--- src/rtl/gearbox_n_to_32.sv ---
// gearbox_n_to_32: TX gearbox that repacks MSB-first IN_WIDTH-bit words
// into LSB-first 32-bit words for the transceiver TX user data port.
// Ports:
//   clk, rst       - TX user clock, async active-high reset
//   data_in        - IN_WIDTH-bit input word, bit IN_WIDTH-1 sent first
//   valid_in/ready - input handshake (ready is combinational)
//   tx_ce          - transceiver takes one output word this cycle
//   data_out       - registered 32-bit word, bit 0 sent first
//   valid_out      - data_out carries real data (not idle fill)
//   underrun       - pulse: tx_ce seen with fewer than 32 bits buffered
// Optional (macro GEARBOX_N_TO_32_STATS_EN):
//   stats_clear    - synchronous clear of underrun_count
//   underrun_count - saturating 16-bit count of underrun pulses
module gearbox_n_to_32 #(
  parameter int          IN_WIDTH  = 40,
  parameter int          OUT_WIDTH = 32,
  parameter logic [31:0] IDLE_WORD = 32'h0
) (
  input  logic                clk,
  input  logic                rst,
  input  logic [IN_WIDTH-1:0] data_in,
  input  logic                valid_in,
  output logic                ready,
  input  logic                tx_ce,
  output logic [31:0]         data_out,
  output logic                valid_out,
  output logic                underrun
`ifdef GEARBOX_N_TO_32_STATS_EN
  ,
  input  logic                stats_clear,
  output logic [15:0]         underrun_count
`endif
);

  localparam int CAP = IN_WIDTH + 31;
  localparam int WW  = $clog2(CAP + 1);
  localparam logic [WW-1:0] W32 = WW'(32);
  localparam logic [WW-1:0] WIN = WW'(IN_WIDTH);

  generate
    if (OUT_WIDTH != 32) begin : g_bad_out
      $error("gearbox_n_to_32: OUT_WIDTH must be 32");
    end
    if (IN_WIDTH < 33 || IN_WIDTH > 64) begin : g_bad_in
      $error("gearbox_n_to_32: IN_WIDTH must be 33..64");
    end
  endgenerate

  // buffer is MSB-justified: the oldest bit sits at buffer[CAP-1]
  logic [CAP-1:0] buffer;
  logic [CAP-1:0] buffer_next;
  logic [CAP-1:0] shifted;
  logic [CAP-1:0] placed;
  logic [CAP-1:0] mask;
  logic [WW-1:0]  work_valid;
  logic [WW-1:0]  rem;
  logic [WW-1:0]  wv_next;
  logic [31:0]    top_rev;
  logic           pop;
  logic           accept;

  always_comb begin
    pop     = tx_ce && (work_valid >= W32);
    rem     = pop ? (work_valid - W32) : work_valid;
    ready   = (rem < W32);
    accept  = valid_in && ready;
    wv_next = accept ? (rem + WIN) : rem;
    shifted = pop ? (buffer << 32) : buffer;
    // new word lands directly under the rem bits still held
    placed  = {data_in, 31'b0} >> rem;
    // keep only the top wv_next bits so stale data never resurfaces
    mask    = ~({CAP{1'b1}} >> wv_next);
    buffer_next = (shifted | (accept ? placed : '0)) & mask;
  end

  always_comb begin
    top_rev = '0;
    for (int i = 0; i < 32; i++) begin
      top_rev[i] = buffer[CAP-1-i];
    end
  end

  always_ff @(posedge clk or posedge rst) begin
    if (rst) begin
      buffer     <= '0;
      work_valid <= '0;
      data_out   <= '0;
      valid_out  <= 1'b0;
      underrun   <= 1'b0;
    end else begin
      buffer     <= buffer_next;
      work_valid <= wv_next;
      underrun   <= tx_ce && !pop;
      if (tx_ce) begin
        data_out  <= pop ? top_rev : IDLE_WORD;
        valid_out <= pop;
      end
    end
  end

`ifdef GEARBOX_N_TO_32_STATS_EN
  always_ff @(posedge clk or posedge rst) begin
    if (rst) begin
      underrun_count <= '0;
    end else if (stats_clear) begin
      underrun_count <= '0;
    end else if (tx_ce && !pop && (underrun_count != 16'hFFFF)) begin
      underrun_count <= underrun_count + 16'd1;
    end
  end
`endif

endmodule

--- config.mk ---
export PLATFORM = sky130hd
export DESIGN_NAME = gearbox_n_to_32
export DESIGN_NICKNAME = d
export VERILOG_FILES = /design/src/rtl/gearbox_n_to_32.sv
export SDC_FILE = /design/constraint.sdc
export NUM_CORES = 1
export LEC_CHECK = 0
export ABC_AREA = 1
export CAP_MARGIN = 20
export CORE_ASPECT_RATIO = 2
export CORE_MARGIN = 5
export CORE_UTILIZATION = 51
export DETAILED_ROUTE_END_ITERATION = 7
export HOLD_SLACK_MARGIN = 0.15
export PLACE_DENSITY = 0.75
export SETUP_SLACK_MARGIN = 0.05
export SLEW_MARGIN = 20
export SYNTH_ARGS = -nofsm -noshare
export SYNTH_HDL_FRONTEND = slang
export SYNTH_SLANG_ARGS = --single-unit
--- constraint.sdc ---
create_clock -name clk -period 5.2 [get_ports clk]
set_clock_uncertainty 0.05 [all_clocks]
set_input_delay 1.04 -clock clk [delete_from_list [all_inputs] [get_ports clk]]
set_output_delay 1.04 -clock clk [all_outputs]
set_load 0.03 [all_outputs]
# After elaboration in Yosys (flattened, before gate mapping)
# Index checks and enable logic that the tools add are counted.
# totals
reg_bits	112
input_bits	44
out_inout_bits	35
wordCells	23
# classes
addsub	2
n_lt_le_gt_ge	2
shift	2
muxes	5
n_bitwise	3
n_reduce_logical	4
# op_table
operator	n
2-to-1 mux 71 bit	2
AND 71 bit	1
inverter 71 bit	1
bitwise OR 71 bit	1
>> shifter 71 x 7 -> 71 bit	1
>> shifter 71 x 7 -> 71 bit (first input constant)	1
2-to-1 mux 32 bit	1
2-to-1 mux 7 bit	2
adder 7 x 6 -> 7 bit (second input constant)	1
greater-or-equal comparator 7 x 6 -> 1 bit (second input constant)	1
less-than comparator 7 x 6 -> 1 bit (second input constant)	1
subtractor 7 x 6 -> 7 bit (second input constant)	1
logical AND 1 bit	3
zero test 1 bit	1

# Logic depth before layout (Yosys ltp)
# Gate-level depths: netlist (run 1).
# depth
word_depth	9
mapped_depth	12

# Least setup slack after synthesis (run 1)
# No wires, ideal clock.
# synth_timing
kind	input-to-output
start	input port tx_ce
end	output port ready
t_arrival_ns	1.772
setup_slack_ns	2.338
stages	5
path_cell_list	nand2_2 > nand2_1 > nand2_2 > inv_2 > nor2_1
# synth_via
elab_chain_cells	3
# synth_lines
item	line	text
from (decl)	24	input logic tx_ce,
logical AND 1 bit	63	pop = tx_ce && (work_valid >= W32);
2-to-1 mux 7 bit	64	rem = pop ? (work_valid - W32) : work_valid;
less-than comparator 7 x 6 -> 1 bit	65	ready = (rem < W32);
to (decl)	23	output logic ready,
# No other way between the ends.

# Final worst setup path (run 1)
# Same ends and word-level chain as after synthesis.

==> results of run 1 <==
-- flip-flops by register name (all words and copies together), names as in the netlist --
name,cells
underrun,1
buffer,71
data_out,32
valid_out,1
work_valid,4
-- cells in the final DEF, fill, tap and decap left out, types with 2 or more instances in the layout --
cell             instances
o21ai_0                111
o22ai_1                  3
nand4_1                  5
dfrtp_1                109
inv_2                    3
nor3_1                   5
ha_1                     2
nor2_1                  77
a22oi_1                  2
nand2_2                  5
clkdlybuf4s50_1         78
a22o_1                  19
inv_1                   84
clkbuf_16                9
nor2_2                   2
nand2_1                169
clkbuf_1                 3
buf_4                    6
nand3_1                  8
a21oi_1                 61
a21oi_4                  2
o221ai_1                 4
nor4_1                   2
-- through the flow --
| stage | setup WS, ps | power (mW) |
|---|---|---|
| finish | 900.7 | 3.666 |
| global route | 744.2 | 3.898 |
| CTS | 917.6 | 3.661 |
| detailed placement | 934.5 | 3.028 |
| global placement | 951.4 | 2.978 |
| floorplan | 1236 | 2.467 |
-- power by group --
part | total [mW] | switching, mW | internal [mW]
Combinational | 1.78 | 1.21 | 0.571
Clock | 0.634 | 0.296 | 0.339
Sequential | 1.25 | 0.156 | 1.10
Total | 3.67 | 1.66 | 2.01
-- cell families (layout without fill, tap and decap cells) --
group           after synthesis  in the layout  synth area share
simple gates                277            277            0.2013
compound gates              206            206            0.2093
buf+inv                     135            189           0.09750
flops                       109            109            0.4875
fa+ha+maj                     2              2          0.004472
-- cell type report --
class	count	area, µm²	share of cell area
well taps	140	175.2	0.02630
multi-input cells	485	2322	0.3486
clock buffers	13	250.2	0.03757
repair buffers	84	825.8	0.1240
inverters	89	339.1	0.05090
clock inverters	3	21.27	0.003193
flip-flops and latches	109	2728	0.4095
-- metal layers --
metal,track usage,up-vias,part of all wire
li1,-,2454,-
met1,0.2676,2352,0.39
met2,0.4115,168,0.52
met3,0.02865,44,0.048
met4,0.1227,0,0.046
met5,0,-,0
-- how the worst min path moves through the flow --
stage                      start  slack (ps)           end  cells past startpoint
global placement       valid_out         420     valid_out                      2
floorplan             buffer[48]         390  data_out[22]                      2
CTS                   buffer[48]         430  data_out[22]                      2
detailed placement    buffer[48]         420  data_out[22]                      2
global route        data_out[22]         450  data_out[22]                      2
finish                buffer[48]         430  data_out[22]                      2
-- cells in the mapped netlist (all sizes together) --
cell,number
a21boi,1
a21oi,63
a22o,19
a22oi,2
a31oi,2
buf,22
clkbuf,24
clkinv,1
dfrtp,109
ha,2
inv,88
nand2,175
nand3,10
nand4,5
nor2,80
nor3,5
nor4,2
o211ai,1
o21ai,111
o221ai,4
o22ai,3
-- worst max-delay path, delay by kind of cell --
kind	cells	cell delay, ps
AND/OR/NAND/NOR	4	860
buffers and inverters	3	1290
==> impl_metrics.env, run 1 <==
export IMPL_clk_latency_ps=350
export IMPL_drive_above_1_share=0.04725
export IMPL_cp_arrival_ps=3210
export IMPL_fillers=982
export IMPL_yosysWarnings=0
export IMPL_leakagePower_nw=3.158
export IMPL_clk_pin_slew_ps=70
export IMPL_reg2reg_from="work_valid[5]"
export IMPL_endpoint="ready"
export IMPL_ff2ff_path_depth=10
export IMPL_slowest_delay_ps=680
export IMPL_crit_type="input port to output port"
export IMPL_synthCells=729
export IMPL_cts_sinks=109
export IMPL_status="complete, no violations"
export IMPL_cp_max_fo=22
export IMPL_drt_vias_per_instance=5.437
export IMPL_synth_cell_types=33
export IMPL_diodes=0
export IMPL_grt_max_degree=86
export IMPL_cp_cell_sequence="clkdlybuf4s50_1 -> nand2_2 -> nand2_1 -> nand2_2 -> inv_1 -> nor2_1 -> clkdlybuf4s50_1"
export IMPL_grt_pass1_wl_mm=24.19
export IMPL_wire_per_inst_um=16.23
export IMPL_worst_setup_path_end_kind="output port"
export IMPL_cts_setup_buffers=0
export IMPL_startpoint="tx_ce"
export IMPL_dp_hpwl_mm=11.18
export IMPL_clock_path_buffers=2
export IMPL_first_pass_iters=5
export IMPL_io_pin_count=79
export IMPL_hold_path_class="flop to flop"
export IMPL_final_core_util=0.6162
export IMPL_yosys_area_top_type_share=0.4875
export IMPL_vias=5018
export IMPL_first_iter_violations=438
export IMPL_cts_hold_buf=0
export IMPL_fin_crit_ps=4299
export IMPL_regToRegEndpoint="buffer[62]"
export IMPL_period_share=0.8268
export IMPL_die_x_um=84.07
export IMPL_area_delta_synth_final_pct=19.05
export IMPL_postSynthAreaPerCell_um2=7.675
export IMPL_die_height_um=158.1
export IMPL_root_buffer="clkbuf_16"
export IMPL_rows=54
export IMPL_synthTopCellsByArea="dfrtp_1 49%, nand2_1 11%, o21ai_0 9.9%"
export IMPL_start_kind="input port"
export IMPL_cts_resized=0
export IMPL_grt_overflow_total=0
export IMPL_finalHoldViolCount=0
export IMPL_drv_slew=0
export IMPL_wirelength_mm=14.98
export IMPL_cts_tree="done"
export IMPL_critical_path_slowest_cell="clkdlybuf4s50_1"
export IMPL_drc=0
export IMPL_fmax_mhz=232.6
export IMPL_io_buffers=78
export IMPL_ir_worst_vdd_v=0.0003585
export IMPL_tightestPinTransition_ps=1053
export IMPL_p_per_area_nw_per_um2=550.3
export IMPL_postRouteAntennaNets=0
export IMPL_fin_cells=923
export IMPL_layout_nets=824
export IMPL_setup_viol=0
export IMPL_grt_antenna_before_repair=0
export IMPL_yosysSeqAreaShare=0.4875
export IMPL_yosys_area_top_type="dfrtp_1"
export IMPL_placed_cell_area_um2=6387
export IMPL_start_util=0.5176
export IMPL_core_area_um2=10810
export IMPL_required_ps=4110
export IMPL_rsz0062_at_grt="no"
export IMPL_rrSetupSlack_ps=1950
export IMPL_grt_use_total=0.2305
export IMPL_syn_area_um2=5595
export IMPL_setup_tns_ps=0
export IMPL_slew_headroom=0.2972
export IMPL_grt_pass1_vias=4943
export IMPL_dp_cells=907
export IMPL_numCtsBuffers=9
export IMPL_gp_congestion=1.013
export IMPL_holdWs_ps=433.7
export IMPL_htree_num_levels=3
export IMPL_design_area_um2=6661
export IMPL_max_cap_viol_count=0
export IMPL_syn_num_nets=775
export IMPL_synth_seq_cells=109
export IMPL_fp_dieArea_um2=13290
Power figures use the tool's default switching activity.
==> run 2, diff against run 1 <==
--- a/config.mk
+++ b/config.mk
@@ -9,10 +9,10 @@
 export CAP_MARGIN = 20
 export CORE_ASPECT_RATIO = 2
 export CORE_MARGIN = 5
-export CORE_UTILIZATION = 51
+export CORE_UTILIZATION = 50
 export DETAILED_ROUTE_END_ITERATION = 7
 export HOLD_SLACK_MARGIN = 0.15
-export PLACE_DENSITY = 0.75
+export PLACE_DENSITY = 0.77
 export SETUP_SLACK_MARGIN = 0.05
 export SLEW_MARGIN = 20
 export SYNTH_ARGS = -nofsm -noshare
==> constraint.sdc (replaced) <==
create_clock -name clk -period 3.55 [get_ports clk]
set_clock_uncertainty 0.05 [all_clocks]
set_input_delay 0.71 -clock clk [delete_from_list [all_inputs] [get_ports clk]]
set_output_delay 0.71 -clock clk [all_outputs]
set_load 0.03 [all_outputs]
==> run 2 against run 1 <==
Final cell count up 0.33%. Wire length rose by 6.8%. First-iteration DRC count grew 11%. Sequential power up 48%. Register-to-register slack got worse by 1300 ps. Core utilization fell by 0.43 points. Worst setup slack worse by 500 ps. Worst hold slack worse by 5.8 ps. Critical path depth did not move. Non-clock buffer count up 4. Final area increased by 0.54%. Die area grew 1.8%. Critical path type unchanged. Critical endpoint unchanged. Largest cell class unchanged.
==> impl_metrics.env, run 2 (synthesized netlist as in run 1, its figures left out) <==
export IMPL_ff2ff_path_depth=7
export IMPL_tightestPinTransition_ps=1027
export IMPL_clk_pin_slew_ps=70
export IMPL_cpMostUsedCell="nand2_2"
export IMPL_io_buffers=78
export IMPL_slowest_delay_ps=490
export IMPL_cp_arrival_ps=2390
export IMPL_io_pin_count=79
export IMPL_numCtsBuffers=9
export IMPL_fillers=999
export IMPL_most_common_layout_cells="169 x nand2_1, 111 x o21ai_0, 109 x dfrtp_1"
export IMPL_required_ps=2790
export IMPL_fp_dieArea_um2=13530
export IMPL_core_area_um2=10950
export IMPL_cts_setup_buffers=0
export IMPL_start_kind="input port"
export IMPL_first_pass_iters=7
export IMPL_root_buffer="clkbuf_16"
export IMPL_p_per_area_nw_per_um2=814.0
export IMPL_grt_overflow_total=0
export IMPL_hold_path_class="flop to flop"
export IMPL_fmax_mhz=317.5
export IMPL_rows=54
export IMPL_clk_latency_ps=340
export IMPL_clock_path_buffers=2
export IMPL_finalHoldViolCount=0
export IMPL_fin_crit_ps=3149
export IMPL_crit_family="simple AND/OR/NAND/NOR gates"
export IMPL_dp_hpwl_mm=11.77
export IMPL_rrSetupSlack_ps=690
export IMPL_largest_register="buffer"
export IMPL_grt_use_total=0.2398
export IMPL_hp_start="valid_out"
export IMPL_setup_tns_ps=0
export IMPL_area_delta_synth_final_pct=19.70
export IMPL_drive_above_1_share=0.05344
export IMPL_drt_vias_per_instance=5.699
export IMPL_power_mw=5.452
export IMPL_mostFrequentLayoutCell="nand2_1"
export IMPL_cts_tree="done"
export IMPL_grt_pass1_vias=5098
export IMPL_vias=5277
export IMPL_slew_headroom=0.3146
export IMPL_setup_viol=0
export IMPL_leakagePower_nw=3.181
export IMPL_critical_path_slowest_cell="clkdlybuf4s50_1"
export IMPL_critPathBufInv=3
export IMPL_grt_max_degree=70
export IMPL_htree_num_levels=3
export IMPL_drc=0
export IMPL_wirelength_mm=15.99
export IMPL_largest_register_ffs=71
export IMPL_holdWs_ps=427.8
export IMPL_rsz0062_at_grt="no"
export IMPL_grt_antenna_before_repair=0
export IMPL_status="complete, no violations"
export IMPL_setup_slack_ps=400.6
export IMPL_cp_max_fo=22
export IMPL_drv_slew=0
export IMPL_start_util=0.5112
export IMPL_postRouteAntennaNets=0
export IMPL_max_cap_viol_count=0
export IMPL_grt_pass1_wl_mm=25.64
export IMPL_die_height_um=159.6
export IMPL_cts_resized=0
export IMPL_crit_type="input port to output port"
export IMPL_preCtsSetupSlack_ps=318.8
export IMPL_gp_congestion=0.9575
export IMPL_worst_setup_path_end_kind="output port"
export IMPL_holdPathStages=2
export IMPL_ir_worst_vdd_v=0.0005136
export IMPL_period_share=0.8872
export IMPL_reg_largest_list="buffer (71), data_out (32), work_valid (4)"
export IMPL_first_iter_violations=484
export IMPL_cp_cell_sequence="clkdlybuf4s50_1 -> nand2_2 -> nand2_1 -> nand2_2 -> inv_1 -> nor2_1 -> buf_4"
export IMPL_min_to="valid_out"
export IMPL_wire_per_inst_um=17.27
export IMPL_die_x_um=84.80
export IMPL_reg2reg_from="work_valid[3]"
export IMPL_diodes=0
export IMPL_regToRegEndpoint="buffer[42]"
export IMPL_layout_nets=828
export IMPL_cts_sinks=109
export IMPL_cts_hold_buf=0
## run 2: final cells by class
type                    count  area, µm²  share of cell area
well taps                 140      175.2             0.02615
clock buffers              12      246.5             0.03680
inverters                  89      337.8             0.05044
clock inverters             3      22.52            0.003363
repair buffers             88      865.8              0.1293
multi-input cells         485       2322              0.3467
flip-flops and latches    109       2728              0.4072
## run 2: where the power goes
group / leakage, nW / internal (mW) / switching, mW
Combinational: 1.56 / 0.851 / 1.82
Sequential: 1.49 / 1.61 / 0.239
Clock: 0.133 / 0.494 / 0.437
Total: 3.18 / 2.95 / 2.50
## run 2: stage by stage
step                      instance area [µm²]    util  instances
final                                    6698  0.6119        926
after global routing                     6698  0.6119        926
after CTS                                6698  0.6119        926
after detailed placement                 6429  0.5873        911
after global placement                   6429  0.5873        911
after floorplan                          5599       -        729
## run 2: worst max-delay path by stage
| stage | startpoint | to | slack [ps] | cells past startpoint |
|---|---|---|---|---|
| 3_3_place_gp | tx_ce | buffer[66] | 490 | 8 |
| 3_5_place_dp | tx_ce | buffer[58] | 320 | 8 |
| 2_1_floorplan | tx_ce | ready | 1350 | 5 |
| 4_1_cts | tx_ce | ready | 460 | 7 |
| 5_1_grt | tx_ce | ready | 260 | 7 |
| 6_report | tx_ce | ready | 400 | 7 |
## run 2: worst reg2reg max path: stages, from the launching register on
cell	delay, ps
dfrtp_1	860
inv_1	680
o21ai_0	470
nand2_1	80
o21ai_0	230
nor2_1	70
o21ai_0	240
inv_1	60
## run 2: layer usage
layer	GRT usage	share of wire	vias up	wire length (µm)
li1	-	-	2458	-
met1	0.2875	0.37	2495	5881
met2	0.4108	0.51	267	8233
met3	0.03055	0.063	57	1014
met4	0.1297	0.054	0	865
met5	0	0	-	0
==> run 3, diff against run 2 <==
--- a/config.mk
+++ b/config.mk
@@ -5,14 +5,14 @@
 export SDC_FILE = /design/constraint.sdc
 export NUM_CORES = 1
 export LEC_CHECK = 0
-export ABC_AREA = 1
+export ABC_AREA = 0
 export CAP_MARGIN = 20
 export CORE_ASPECT_RATIO = 2
 export CORE_MARGIN = 5
-export CORE_UTILIZATION = 50
+export CORE_UTILIZATION = 49
 export DETAILED_ROUTE_END_ITERATION = 7
 export HOLD_SLACK_MARGIN = 0.15
-export PLACE_DENSITY = 0.77
+export PLACE_DENSITY = 0.76
 export SETUP_SLACK_MARGIN = 0.05
 export SLEW_MARGIN = 20
 export SYNTH_ARGS = -nofsm -noshare
==> run 3 against run 2 <==
Sequential cell count unchanged. Via count decreased by 8.6%. Critical path depth decreased by 2. Final area increased by 0.95%. Highest routed layer unchanged.
==> impl_metrics.env, run 3 <==
export IMPL_gp_congestion=0.9568
export IMPL_crit_type="input port to output port"
export IMPL_die_height_um=159.9
export IMPL_status="complete, no violations"
export IMPL_drive_above_1_share=0.09343
export IMPL_async_flop_share=1.000
export IMPL_first_pass_iters=6
export IMPL_postRouteAntennaNets=0
export IMPL_yosys_area_top_type_share=0.4956
export IMPL_ys_top_cells_by_count="159 x nand2_1, 109 x dfrtp_1, 56 x o21ai_0"
export IMPL_rrSetupSlack_ps=890
export IMPL_synth_cell_types=43
export IMPL_setup_tns_ps=0
export IMPL_regToRegEndpoint="buffer[11]"
export IMPL_clk_pin_slew_ps=70
export IMPL_holdWs_ps=429.2
export IMPL_syn_num_nets=666
export IMPL_synth_seq_cells=109
export IMPL_wire_per_inst_um=18.65
export IMPL_layout_nets=726
export IMPL_rows=54
export IMPL_io_buffers=78
export IMPL_largest_register_ffs=71
export IMPL_fillers=990
export IMPL_yosys_area_top_type="dfrtp_1"
export IMPL_grt_max_degree=93
export IMPL_cts_setup_buffers=0
export IMPL_start_util=0.5029
export IMPL_holdPathStages=2
export IMPL_gr_max_usage_layer="met2"
export IMPL_fin_cells=825
export IMPL_core_area_um2=10950
export IMPL_clock_path_buffers=2
export IMPL_root_buffer="clkbuf_16"
export IMPL_area_delta_synth_final_pct=22.85
export IMPL_worst_setup_path_end_kind="output port"
export IMPL_synthTopCellsByArea="dfrtp_1 50%, nand2_1 11%, o21ai_0 5.1%"
export IMPL_most_common_layout_cells="159 x nand2_1, 108 x dfrtp_1, 77 x clkdlybuf4s50_1"
export IMPL_fin_crit_ps=2876
export IMPL_reg_largest_list="buffer (71), data_out (32), work_valid (4)"
export IMPL_slew_headroom=0.3121
export IMPL_dp_cells=809
export IMPL_synth_edf_count=0
export IMPL_cp_max_fo=9
export IMPL_cts_tree="done"
export IMPL_max_cap_viol_count=0
export IMPL_cts_resized=0
export IMPL_start_kind="input port"
export IMPL_yosysWarnings=0
export IMPL_synthFlopType="dfrtp_1"
export IMPL_fp_dieArea_um2=13580
export IMPL_rsz0062_at_grt="no"
export IMPL_die_x_um=84.94
export IMPL_cts_hold_buf=0
export IMPL_yosysSeqAreaShare=0.4956
export IMPL_clk_latency_ps=350
export IMPL_syn_area_um2=5504
export IMPL_ff2ff_path_depth=6
export IMPL_met1_usage=0.2628
export IMPL_synthCells=620
export IMPL_final_core_util=0.6177
export IMPL_drc=0
export IMPL_setup_viol=0
export IMPL_finalHoldViolCount=0
export IMPL_mostFrequentLayoutCell="nand2_1"
export IMPL_leakagePower_nw=2.943
export IMPL_largest_register="buffer"
export IMPL_wirelength_mm=15.38
export IMPL_postSynthAreaPerCell_um2=8.877
export IMPL_grt_use_total=0.2290
export IMPL_ir_worst_vdd_v=0.0006606
export IMPL_hp_start="buffer[57]"
export IMPL_min_to="data_out[13]"
export IMPL_p_per_area_nw_per_um2=872.4
export IMPL_period_share=0.8100
export IMPL_cp_arrival_ps=2120
export IMPL_grt_pass1_vias=4833
export IMPL_reg2reg_from="work_valid[5]"
export IMPL_drt_vias_per_instance=5.848
export IMPL_required_ps=2790
export IMPL_grt_overflow_total=0
export IMPL_synth_most_common_cell="nand2_1"
export IMPL_grt_antenna_before_repair=0
export IMPL_diodes=0
export IMPL_numCtsBuffers=9
export IMPL_drv_slew=0
export IMPL_fmax_mhz=347.8
export IMPL_first_iter_violations=408
export IMPL_vias=4825
export IMPL_grt_pass1_wl_mm=24.69
export IMPL_grt_util_met2=0.3909
export IMPL_grtUsageMet3=0.03249
export IMPL_io_pin_count=79
export IMPL_hold_path_class="flop to flop"
export IMPL_cts_sinks=109
export IMPL_htree_num_levels=3
export IMPL_dp_hpwl_mm=11.61
export IMPL_tightestPinTransition_ps=1021
==> run 3: cell count changes after synthesis, moves of 8 or more <==
cell,before,now
a31oi_1,1,24
mux2_2,0,15
a21oi_1,61,17
a221o_1,0,8
mux2i_1,0,25
nor2_1,77,51
inv_1,85,40
a22o_1,19,4
a32oi_1,0,8
o21ai_0,111,56
nand2_1,169,159
==> run 3: worst max-delay path, stage by stage <==
cell             delay, ps
clkdlybuf4s50_1        600
nand2b_2               110
mux2_4                 370
inv_4                  140
buf_4                  180
==> run 3: final cells by class <==
type	instances	area, µm²	area share
well taps	140	175.2	0.02591
repair buffers	88	865.8	0.1281
inverters	41	160.2	0.02369
clock buffers	9	225.2	0.03331
multi-input cells	431	2464	0.3644
flip-flops and latches	109	2729	0.4036
clock inverters	7	142.6	0.02110
==> run 3: worst max path at each step <==
stage                     start        end  slack, ps  cells after the start
after floorplan             rst  buffer[0]       1470                      1
after global routing      tx_ce      ready        650                      5
after global placement    tx_ce  buffer[3]        510                      6
after CTS                 tx_ce      ready        700                      5
after detailed placement  tx_ce  buffer[3]        430                      6
final                     tx_ce      ready        670                      5
==> run 3: power breakdown <==
part	internal, mW	leakage, nW	switching [mW]
sequential	1.59	1.47	0.322
clock	0.765	0.180	0.451
combinational	1.05	1.30	1.73
total	3.40	2.94	2.50
==> run 3: cells by family after synthesis <==
kind of cell,count (synthesis),share of synthesized area
adder cells (fa/ha/maj),2,0.004546
AND/OR/NAND/NOR,230,0.1725
multiplexers,41,0.07888
AO/OA/AOI/OAI,156,0.1866
flip-flops,109,0.4956
buffers and inverters,80,0.05865
XOR/XNOR,2,0.003183
==> run 3: routing by layer <==
metal / vias to the layer above / part of all wire / wire (µm)
met4: 0 / 0.065 / 995
met1: 2296 / 0.37 / 5650
met3: 62 / 0.057 / 872
li1: 2241 / - / -
met2: 226 / 0.51 / 7865
met5: - / 0 / 0
==> run 3: metrics by stage <==
stage / total power [mW] / instance area [µm²] / setup slack, ps
global placement: 4.605 / 6394 / 509.2
detailed placement: 4.671 / 6394 / 430.1
CTS: 5.892 / 6761 / 696.8
floorplan: 3.753 / 5508 / 1475
global route: 6.208 / 6761 / 649.8
finish: 5.898 / 6761 / 674.5
